File: config.mk
export PLATFORM = sky130hd
export DESIGN_NAME = adc_stream_framer
export DESIGN_NICKNAME = d
export VERILOG_FILES = /design/src/rtl/adc_stream_framer.sv
export SDC_FILE = /design/constraint.sdc
export NUM_CORES = 1
export LEC_CHECK = 0
export BUFFER_PORTS_ARGS = -buffer_cell sky130_fd_sc_hd__buf_2
export CAP_MARGIN = 30
export CORE_ASPECT_RATIO = 0.75
export CORE_MARGIN = 3
export CORE_UTILIZATION = 45
export DETAILED_ROUTE_END_ITERATION = 10
export GPL_TIMING_DRIVEN = 0
export PLACE_DENSITY = 0.59
export SYNTH_ARGS = -nofsm -noshare
export SYNTH_HDL_FRONTEND = slang
export SYNTH_SLANG_ARGS = --single-unit
export TNS_END_PERCENT = 1
File: constraint.sdc
create_clock -name clk -period 4.6 [get_ports clk]
set_input_delay 0.23 -clock clk [delete_from_list [all_inputs] [get_ports clk]]
set_output_delay 0.23 -clock clk [all_outputs]
set_load 0.005 [all_outputs]
File: src/rtl/adc_stream_framer.sv
// adc_stream_framer: frames a non-stallable ADC sample stream into AXI4-Stream
// packets of FRAME_LEN beats, buffered through a FIFO_DEPTH-entry FIFO.
// Optional build macro ADC_FRAMER_HDR_EN: each frame is preceded by one header
// beat carrying a 16-bit frame sequence number (0xA5C0 tag in the upper bits
// when TDATA_WIDTH >= 32).
module adc_stream_framer #(
   parameter int DATA_WIDTH  = 16,
   parameter int TDATA_WIDTH = 16,
   parameter int FRAME_LEN   = 256,
   parameter int FIFO_DEPTH  = 64
) (
   input  logic                   clk,
   input  logic                   rst,
   input  logic                   enable,
   input  logic                   ovf_clr,
   input  logic [DATA_WIDTH-1:0]  adc_data,
   input  logic                   adc_valid,
   output logic [TDATA_WIDTH-1:0] m_axis_tdata,
   output logic                   m_axis_tvalid,
   input  logic                   m_axis_tready,
   output logic                   m_axis_tlast,
   output logic                   overflow,
   output logic [15:0]            drop_cnt,
   output logic                   busy
);

   localparam int AW = $clog2(FIFO_DEPTH);
   localparam int IW = $clog2(FRAME_LEN);
   localparam int EW = TDATA_WIDTH + 1;   // {tlast, tdata}
   localparam logic [IW-1:0] LAST_IDX = IW'(FRAME_LEN - 1);
   localparam logic [IW-1:0] IDX_ONE  = IW'(1);
   localparam logic [AW:0]   PTR_ONE  = (AW + 1)'(1);
   localparam logic [AW:0]   FULL_CNT = (AW + 1)'(FIFO_DEPTH);

   typedef enum logic [1:0] {
      ST_IDLE   = 2'd0,
      ST_ACTIVE = 2'd1,
      ST_DRAIN  = 2'd2
   } state_t;

   state_t          state_q, state_d;
   logic [IW-1:0]   idx_q, idx_d;
   logic [AW:0]     wr_ptr_q, wr_ptr_d, rd_ptr_q, rd_ptr_d;
   logic [AW:0]     occ_q, occ_d;           // samples held in memory + output register
   logic [EW-1:0]   mem [FIFO_DEPTH];
   logic            out_valid_q, out_valid_d;
   logic [TDATA_WIDTH-1:0] out_data_q, out_data_d;
   logic            out_last_q, out_last_d;
   logic            ovf_q, ovf_d;
   logic [15:0]     drop_q, drop_d;

   logic            wr_allow, full, wr_req, wr_en, drop, wr_last;
   logic            mem_empty, xfer, load_ok, pop, data_xfer;
   logic [EW-1:0]   wr_entry, rd_entry;

`ifdef ADC_FRAMER_HDR_EN
   localparam int HDR_SH = (TDATA_WIDTH >= 32) ? TDATA_WIDTH - 16 : 0;
   localparam logic [TDATA_WIDTH-1:0] HDR_TAG =
      (TDATA_WIDTH >= 32) ? (TDATA_WIDTH'(16'hA5C0) << HDR_SH) : '0;
   logic [15:0]     seq_q, seq_d;
   logic            hdr_sent_q, hdr_sent_d;   // header of the current frame already loaded
   logic            out_hdr_q, out_hdr_d;     // output register holds a header beat
   logic            hdr_load;
`endif

   // Write side: framing state, sample index, drop detection and FIFO write.
   // Full is judged on the registered occupancy, so a same-cycle read never
   // rescues a write into a full FIFO.
   always_comb begin
      state_d  = state_q;
      idx_d    = idx_q;
      wr_allow = 1'b0;
      case (state_q)
         ST_IDLE: begin
            if (enable) state_d = ST_ACTIVE;
         end
         ST_ACTIVE: begin
            if (enable) begin
               wr_allow = 1'b1;
            end else if (idx_q != '0) begin
               wr_allow = 1'b1;
               state_d  = ST_DRAIN;
            end else begin
               state_d  = ST_IDLE;
            end
         end
         ST_DRAIN: wr_allow = 1'b1;
         default:  state_d  = ST_IDLE;
      endcase
      full     = (occ_q == FULL_CNT);
      wr_req   = wr_allow & adc_valid;
      wr_en    = wr_req & ~full;
      drop     = wr_req & full;
      wr_last  = (idx_q == LAST_IDX);
      wr_entry = {wr_last, TDATA_WIDTH'($signed(adc_data))};
      wr_ptr_d = wr_en ? wr_ptr_q + PTR_ONE : wr_ptr_q;
      if (wr_en) begin
         idx_d = wr_last ? '0 : idx_q + IDX_ONE;
         if (wr_last && state_d == ST_DRAIN) state_d = ST_IDLE;
      end
   end

   // Read side: registered output stage refilled from the FIFO head.
   // Handshake: a beat transfers on tvalid & tready; once tvalid is high it
   // stays high with tdata/tlast frozen until that transfer happens.
   always_comb begin
      xfer        = out_valid_q & m_axis_tready;
      load_ok     = ~out_valid_q | m_axis_tready;
      mem_empty   = (wr_ptr_q == rd_ptr_q);
      rd_entry    = mem[rd_ptr_q[AW-1:0]];
      out_valid_d = out_valid_q & ~m_axis_tready;
      out_data_d  = out_data_q;
      out_last_d  = out_last_q;
      rd_ptr_d    = rd_ptr_q;
`ifdef ADC_FRAMER_HDR_EN
      seq_d       = (xfer && out_last_q) ? seq_q + 16'd1 : seq_q;
      hdr_sent_d  = hdr_sent_q;
      out_hdr_d   = out_hdr_q;
      hdr_load    = load_ok & ~mem_empty & ~hdr_sent_q;
      pop         = load_ok & ~mem_empty & hdr_sent_q;
      data_xfer   = xfer & ~out_hdr_q;
      if (hdr_load) begin
         out_valid_d = 1'b1;
         out_data_d  = HDR_TAG | TDATA_WIDTH'(seq_d);
         out_last_d  = 1'b0;
         out_hdr_d   = 1'b1;
         hdr_sent_d  = 1'b1;
      end
      if (pop) begin
         out_hdr_d = 1'b0;
         if (rd_entry[EW-1]) hdr_sent_d = 1'b0;
      end
`else
      pop         = load_ok & ~mem_empty;
      data_xfer   = xfer;
`endif
      if (pop) begin
         out_valid_d = 1'b1;
         out_data_d  = rd_entry[TDATA_WIDTH-1:0];
         out_last_d  = rd_entry[EW-1];
         rd_ptr_d    = rd_ptr_q + PTR_ONE;
      end
   end

   // Occupancy bookkeeping plus sticky overflow flag and saturating drop counter.
   always_comb begin
      occ_d = occ_q;
      if (wr_en && !data_xfer)      occ_d = occ_q + PTR_ONE;
      else if (!wr_en && data_xfer) occ_d = occ_q - PTR_ONE;
      ovf_d  = ovf_q;
      drop_d = drop_q;
      if (ovf_clr) begin
         ovf_d  = 1'b0;
         drop_d = '0;
      end
      if (drop) begin
         ovf_d  = 1'b1;
         if (drop_d != 16'hFFFF) drop_d = drop_d + 16'd1;
      end
   end

   // State registers with asynchronous reset.
   always_ff @(posedge clk or posedge rst) begin
      if (rst) begin
         state_q     <= ST_IDLE;
         idx_q       <= '0;
         wr_ptr_q    <= '0;
         rd_ptr_q    <= '0;
         occ_q       <= '0;
         out_valid_q <= 1'b0;
         out_data_q  <= '0;
         out_last_q  <= 1'b0;
         ovf_q       <= 1'b0;
         drop_q      <= '0;
`ifdef ADC_FRAMER_HDR_EN
         seq_q       <= '0;
         hdr_sent_q  <= 1'b0;
         out_hdr_q   <= 1'b0;
`endif
      end else begin
         state_q     <= state_d;
         idx_q       <= idx_d;
         wr_ptr_q    <= wr_ptr_d;
         rd_ptr_q    <= rd_ptr_d;
         occ_q       <= occ_d;
         out_valid_q <= out_valid_d;
         out_data_q  <= out_data_d;
         out_last_q  <= out_last_d;
         ovf_q       <= ovf_d;
         drop_q      <= drop_d;
`ifdef ADC_FRAMER_HDR_EN
         seq_q       <= seq_d;
         hdr_sent_q  <= hdr_sent_d;
         out_hdr_q   <= out_hdr_d;
`endif
      end
   end

   // FIFO storage; contents are don't-care until written, so no reset.
   always_ff @(posedge clk) begin
      if (wr_en) mem[wr_ptr_q[AW-1:0]] <= wr_entry;
   end

   assign m_axis_tdata  = out_data_q;
   assign m_axis_tvalid = out_valid_q;
   assign m_axis_tlast  = out_last_q;
   assign overflow      = ovf_q;
   assign drop_cnt      = drop_q;
   assign busy          = (state_q != ST_IDLE) | (occ_q != '0);

endmodule
# After elaboration in Yosys (flattened, before gate mapping)
# Memory sizes are Yosys's and may differ from the RTL's. A register that Yosys moved wholly into a read port is not among the register bits.
# Index checks and enable logic that the tools add are counted.
# totals
n_memories	1
reg_bits	49
word_cells	65
ram_bits	1088
input_bits	22
# op_classes
n_bitwise	12
addsub	6
eq_ne	7
mux	20
reduce_logical	11
# memory_table
name	words	word_bits	read_ports	rd_ports_with_merged_regs	wr	line_no	rtl
mem	64	17	1	1	1	45	logic [EW-1:0] mem [FIFO_DEPTH];
# op_table
operator	count
two-way mux 16 bit	3
adder 7 x 1 -> 7 bit, second input constant	3
adder 16 x 1 -> 16 bit, second input constant	1
inequality test 16 bit, second input constant	1
two-way mux 7 bit	2
two-way mux 2 bit	5
adder 8 x 1 -> 8 bit, second input constant	1
== test 8 bit, second input constant	1
two-way mux 8 bit	1
nonzero test 8 bit	1
== test 7 bit	1
== test 7 bit, second input constant	1
two-way mux 1 bit	7
nonzero test 7 bit	1
subtractor 7 x 1 -> 7 bit, second input constant	1
bitwise AND 1 bit	6
case mux 2 bit (3 select lines)	1
nonzero test 2 bit	3
== test 2 bit, second input constant	2
inverter 1 bit	4
logical AND 1 bit	3
== test 2 x 1 -> 1 bit, second input constant	1
zero test 1 bit	2
zero test 2 bit	1
2 further kinds	3

# Logic depth before layout (Yosys ltp)
# depth
depth_word	10
ltp_mapped	15

# Least setup slack after synthesis
# No wires, ideal clock.
# synth_timing
path_type	flip-flop to flip-flop
from	register idx_q[0]
to	register occ_q[5]
setup_slack_ns	1.260
setup_time_ns	0.147
t_arrival_ns	3.193
stages_incl_launch_ff	16
path_buffers	1
path_cell_list	dfrtp_1 inv_1 ha_1 nor4b_1 a21boi_2 o2111ai_2 inv_1 clkbuf_1 ha_1 inv_1 ha_1 a21o_1 a21oi_1 o21bai_1 a2111oi_0 a221oi_1
# synth_via
elab_chain_cells	9
# synth_lines
item	line_no	rtl
start: declaration	42	logic [IW-1:0] idx_q, idx_d;
start signal: assignment	182	idx_q <= idx_d;
nonzero test 8 bit *	80	end else if (idx_q != '0) begin
two-way mux 1 bit *	80	
two-way mux 1 bit *	78	if (enable) begin
case mux 1 bit (2 select lines) *	73	case (state_q)
bitwise AND 1 bit *	91	wr_req = wr_allow & adc_valid;
bitwise AND 1 bit *	92	wr_en = wr_req & ~full;
named net wr_en	52	logic wr_allow, full, wr_req, wr_en, drop, wr_last;
zero test 1 bit	149	else if (!wr_en && data_xfer) occ_d = occ_q - PTR_ONE;
logical AND 1 bit	149	
nonzero test 2 bit (no source line)	-	
end signal: assignment	169	occ_q <= '0;
end signal: assignment	185	occ_q <= occ_d;
end: declaration	44	logic [AW:0] occ_q, occ_d;
# Mark *: on every way through the listed nets, which the timed path passes. The rest lies on a longest branch.
# A chain may end at the register's enable or synchronous reset.

# Worst setup path after layout
# Ends and elaborated chain as after synthesis.

==> PnR_summary.wiki <==
{| class="wikitable"
! Metric !! Value
|-
| Async set-reset flop share out of synthesis || 5.719%
|-
| Number of placed instances with taps included || 3664
|-
| Cell family with the largest share of critical-path delay || compound AO/OA/AOI/OAI gates
|-
| Global placement routability congestion || 0.9306
|-
| Outcome || finished clean
|-
| Start point of the critical path || idx_q[0]
|-
| Tmin final || 4.175 ns
|-
| Top flip-flop cell by instance count after synthesis || sky130_fd_sc_hd__edfxtp_1
|-
| Full die area || 104600 um^2
|-
| Final setup violation count || 0
|-
| Clock net sink count || 1154
|-
| Top fanout value on the critical path || 10
|-
| GRT Util Overall || 23.92%
|-
| Sequential-to-total area share from yosys stat || 75.75%
|-
| CTS Buf Count || 106
|-
| Final worst path period share || 90.76%
|-
| Buffers & Inverters on Critical Path || 4
|-
| Min-delay worst type || in2reg
|-
| # diodes || 0
|-
| Number of vias after detailed routing || 23810
|-
| Fin Clk Skew || 0.02335 ns
|-
| Element type at the critical path end || register
|-
| Post-layout power || 29.81 mW
|-
| Reg-to-Reg Start || idx_q[0]
|-
| Total detailed-routing wirelength || 123500 um
|-
| Rel. slew slack || 26.86%
|-
| Post-synth EDFFs || 1088
|-
| TritonCTS clock tree || built
|-
| I/O Buffers || 57
|-
| Number of nets in the finished design || 2490
|-
| Area growth, synth to finish || 15.22%
|-
| Net count of the mapped netlist || 2237
|-
| Power density of the placed cells || 571.0 nW/um^2
|-
| Sum of negative setup slack || 0 ns
|-
| Post-synthesis instance area || 45310 um^2
|-
| F_max || 0.2395 GHz
|-
| Root Buffer || sky130_fd_sc_hd__clkbuf_16
|-
| Cell row count || 100
|-
| Area post-placement || 48830 um^2
|-
| Pin count of the biggest net entering global routing || 67
|-
| Critical-path cell list || inv_1 -> ha_1 -> nor4b_1 -> a21boi_2 -> o2111ai_2 -> inv_1 -> clkbuf_1 -> ha_1 -> inv_1 -> ha_1 -> a21o_1 -> a21oi_1 -> o21bai_1 -> a2111oi_0 -> a221oi_1
|-
| Count of distinct cell types in the synthesized netlist || 68
|-
| Worst setup path category || reg2reg
|-
| Layout Cell Area excl Fill || 52200 um^2
|-
| Initial cell density of the core || 45.49%
|-
| Residual antenna-violating net count after detailed routing || 0
|-
| Number of vias per cell after detailed routing || 6.161
|-
| Transition at the pin with the smallest max-transition slack || 1.097 ns
|-
| Global route total overflow || 0
|-
| Depth of the worst register-to-register path || 15
|-
| Clk_lat worst skew || 0.70 ns
|-
| First-pass GRT wire length || 174800 um
|-
| Via count of the first global-routing pass || 22870
|-
| Capture point of the worst reg-to-reg path || occ_q[5]
|-
| Share of cells above drive strength 1 || 26.98%
|-
| Maximum number of buffers from clock root to sink || 3
|-
| Count of synthesis-stage warnings from yosys || 0
|-
| Non-filler cells, final || 3865
|-
| Number of flip-flops and latches in the synthesized netlist || 1154
|-
| Height of the die || 280.8 um
|-
| Initial antenna violation count || 4
|-
| Type of origin of the critical path || register
|-
| Area of the core || 99600 um^2
|-
| Mapped Cells || 2199
|-
| WP depth || 15
|-
| Drt first pass iters || 5
|-
| Max stage delay on crit path || 0.47 ns
|-
| Detailed Route Iter0 Violations || 3591
|-
| Clock H-tree levels || 3
|-
| Estimated wirelength of the detail-placed design || 86730 um
|-
| CP max stage cell || sky130_fd_sc_hd__o2111ai_2
|-
| Hold Fails Final Rpt || 0
|-
| Number of primary I/O pins || 58
|-
| Peak ir drop on the vdd network || 364.9 uV
|-
| CP Data Arrival Time || 4.72 ns
|-
| Cells resized by post-CTS repair || 0
|-
| Clock transition at the registers of the reported paths || 0.07 ns
|-
| Data required time of the worst path || 5.14 ns
|-
| Max-capacitance violation count || 0
|-
| Setup repair after global routing missed its margin || no
|-
| FF-to-FF setup slack || 0.43 ns
|-
| DRC viols || 0
|-
| Leakage power figure || 17.05 nW
|-
| Horizontal die dimension || 372.4 um
|-
| Final Max Slew Viols || 0
|-
| Mean cell area of the mapped netlist || 20.60 um^2
|-
| Worst setup path end || occ_q[5]
|-
| Average detailed-routed wire length per instance || 31.96 um
|}
tightest hold or removal path, stage by stage:
cell                       delay, ns
sky130_fd_sc_hd__buf_2          0.17
sky130_fd_sc_hd__nand2b_1       0.24
sky130_fd_sc_hd__nand2_1        0.11
power breakdown:
part | switching (mW) | leakage (nW) | internal (mW)
registers | 0.240 | 10.6 | 11.7
logic | 5.84 | 4.77 | 3.49
clock network | 3.78 | 1.63 | 4.72
registers in the layout (all words and copies together) (netlist names):
register	cells
drop_cnt	16
idx_q	8
m_axis_tdata	16
m_axis_tlast	1
m_axis_tvalid	1
mem	1088
occ_q	7
overflow	1
rd_ptr_q	7
state_q	2
wr_ptr_q	7
Yosys cell counts, drive strengths merged (4+ instances only):
| library cell | n | share of area, % |
|---|---|---|
| nand2 | 32 | 0.27 |
| o211a | 6 | 0.13 |
| a21oi | 59 | 0.65 |
| clkbuf | 43 | 0.36 |
| inv | 17 | 0.14 |
| o221ai | 54 | 1.0 |
| nor3 | 9 | 0.099 |
| nand3b | 7 | 0.13 |
| nor2 | 76 | 0.64 |
| a221o | 17 | 0.38 |
| and3 | 5 | 0.069 |
| a22oi | 10 | 0.17 |
| ha | 15 | 0.41 |
| mux2i | 144 | 3.2 |
| buf | 82 | 1.3 |
| o211ai | 4 | 0.088 |
| edfxtp | 1088 | 72 |
| nand4b | 5 | 0.14 |
| o22a | 11 | 0.21 |
| mux2 | 4 | 0.099 |
| o221a | 6 | 0.15 |
| a2111oi | 7 | 0.22 |
| or4 | 7 | 0.12 |
| dfrtp | 66 | 3.6 |
| xor2 | 5 | 0.097 |
| nand2b | 6 | 0.083 |
| xnor2 | 28 | 0.54 |
| o21ai | 30 | 0.33 |
| a211oi | 16 | 0.27 |
| mux4 | 221 | 11 |
| nor4 | 9 | 0.16 |
| nand4 | 11 | 0.17 |
| o31ai | 6 | 0.099 |
| nor2b | 18 | 0.25 |
| a221oi | 17 | 0.33 |
| or3 | 5 | 0.069 |
| nand3 | 18 | 0.22 |
placed cells by master, fill, tap and decap left out, drive strengths merged, types with 4 or more instances in the layout:
master,n
o31ai,6
dfrtp,66
nor4,9
o211ai,4
buf,222
clkinv,47
mux2i,144
nor3,9
o21ai,30
mux4,221
a211oi,16
o22a,11
edfxtp,1088
ha,15
and3,5
nand4,11
nor2,76
nand2b,6
nand2,32
nand4b,5
nand3,18
o211a,6
xor2,5
a2111oi,7
a22oi,10
or4,7
mux2,4
or3,5
a221oi,17
a221o,17
o221a,6
dlygate4sd3,4
xnor2,28
clkbuf,185
inv,19
bufinv,5
a21oi,59
nor2b,18
o221ai,54
nand3b,7
worst min-delay path by stage:
| stage | end | depth (start not counted) | slack (ns) | startpoint |
|---|---|---|---|---|
| 2_1_floorplan | mem[0][0] | 0 | 0.33 | adc_data[0] |
| 3_3_place_gp | idx_q[6] | 1 | 0.49 | idx_q[6] |
| 3_5_place_dp | overflow | 2 | 0.49 | rst |
| 4_1_cts | m_axis_tvalid | 3 | 0.02 | m_axis_tready |
| 5_1_grt | mem[4][9] | 1 | 0.06 | adc_data[9] |
| 6_report | m_axis_tvalid | 3 | 0.08 | m_axis_tready |
cells by family after synthesis:
family | synth area share (%)
xor gates and xnor gates | 0.6379
buffers and inverters | 1.767
DFF | 75.75
muxes | 14.27
adders and majority gates | 0.4584
AOI/OAI and AO/OA | 4.374
and+or+nand+nor | 2.742
through the flow:
stage | hold WS (ns) | setup WS [ns] | util (%)
5_1_grt | 0.06329 | 0.06396 | 52.41
2_1_floorplan | 0.3289 | 1.260 | -
6_report | 0.08466 | 0.4253 | 52.41
3_5_place_dp | 0.4886 | 0.4745 | 49.03
4_1_cts | 0.02413 | 0.4393 | 52.38
3_3_place_gp | 0.4887 | 0.1518 | 47.44
layout make-up:
| type | instances | area, um^2 |
|---|---|---|
| Clock inverter | 54 | 385.4 |
| Tap cell | 1326 | 1659 |
| Fill cell | 7856 | 47390 |
| Clock buffer | 141 | 2918 |
| Multi-Input combinational cell | 903 | 10340 |
| Buffer | 125 | 737.0 |
| Inverter | 17 | 66.31 |
| Sequential cell | 1154 | 34320 |
| Timing Repair Buffer | 145 | 1769 |
metal layers:
layer / wire [um] / vias to the layer above / global-route usage (%)
li1: - / 9722 / -
met1: 55940 / 12720 / 39.13
met2: 50380 / 1225 / 31.47
met3: 14480 / 148 / 6.900
met4: 2743 / 0 / 5.076
met5: 0 / - / 0
what timing repair did:
item                      in CTS  in global routing
hold endpoints to repair      69                  8
buffers inserted               0                  0
hold buffers                   3                  1
No activity file was read; power rests on OpenSTA's default activity.
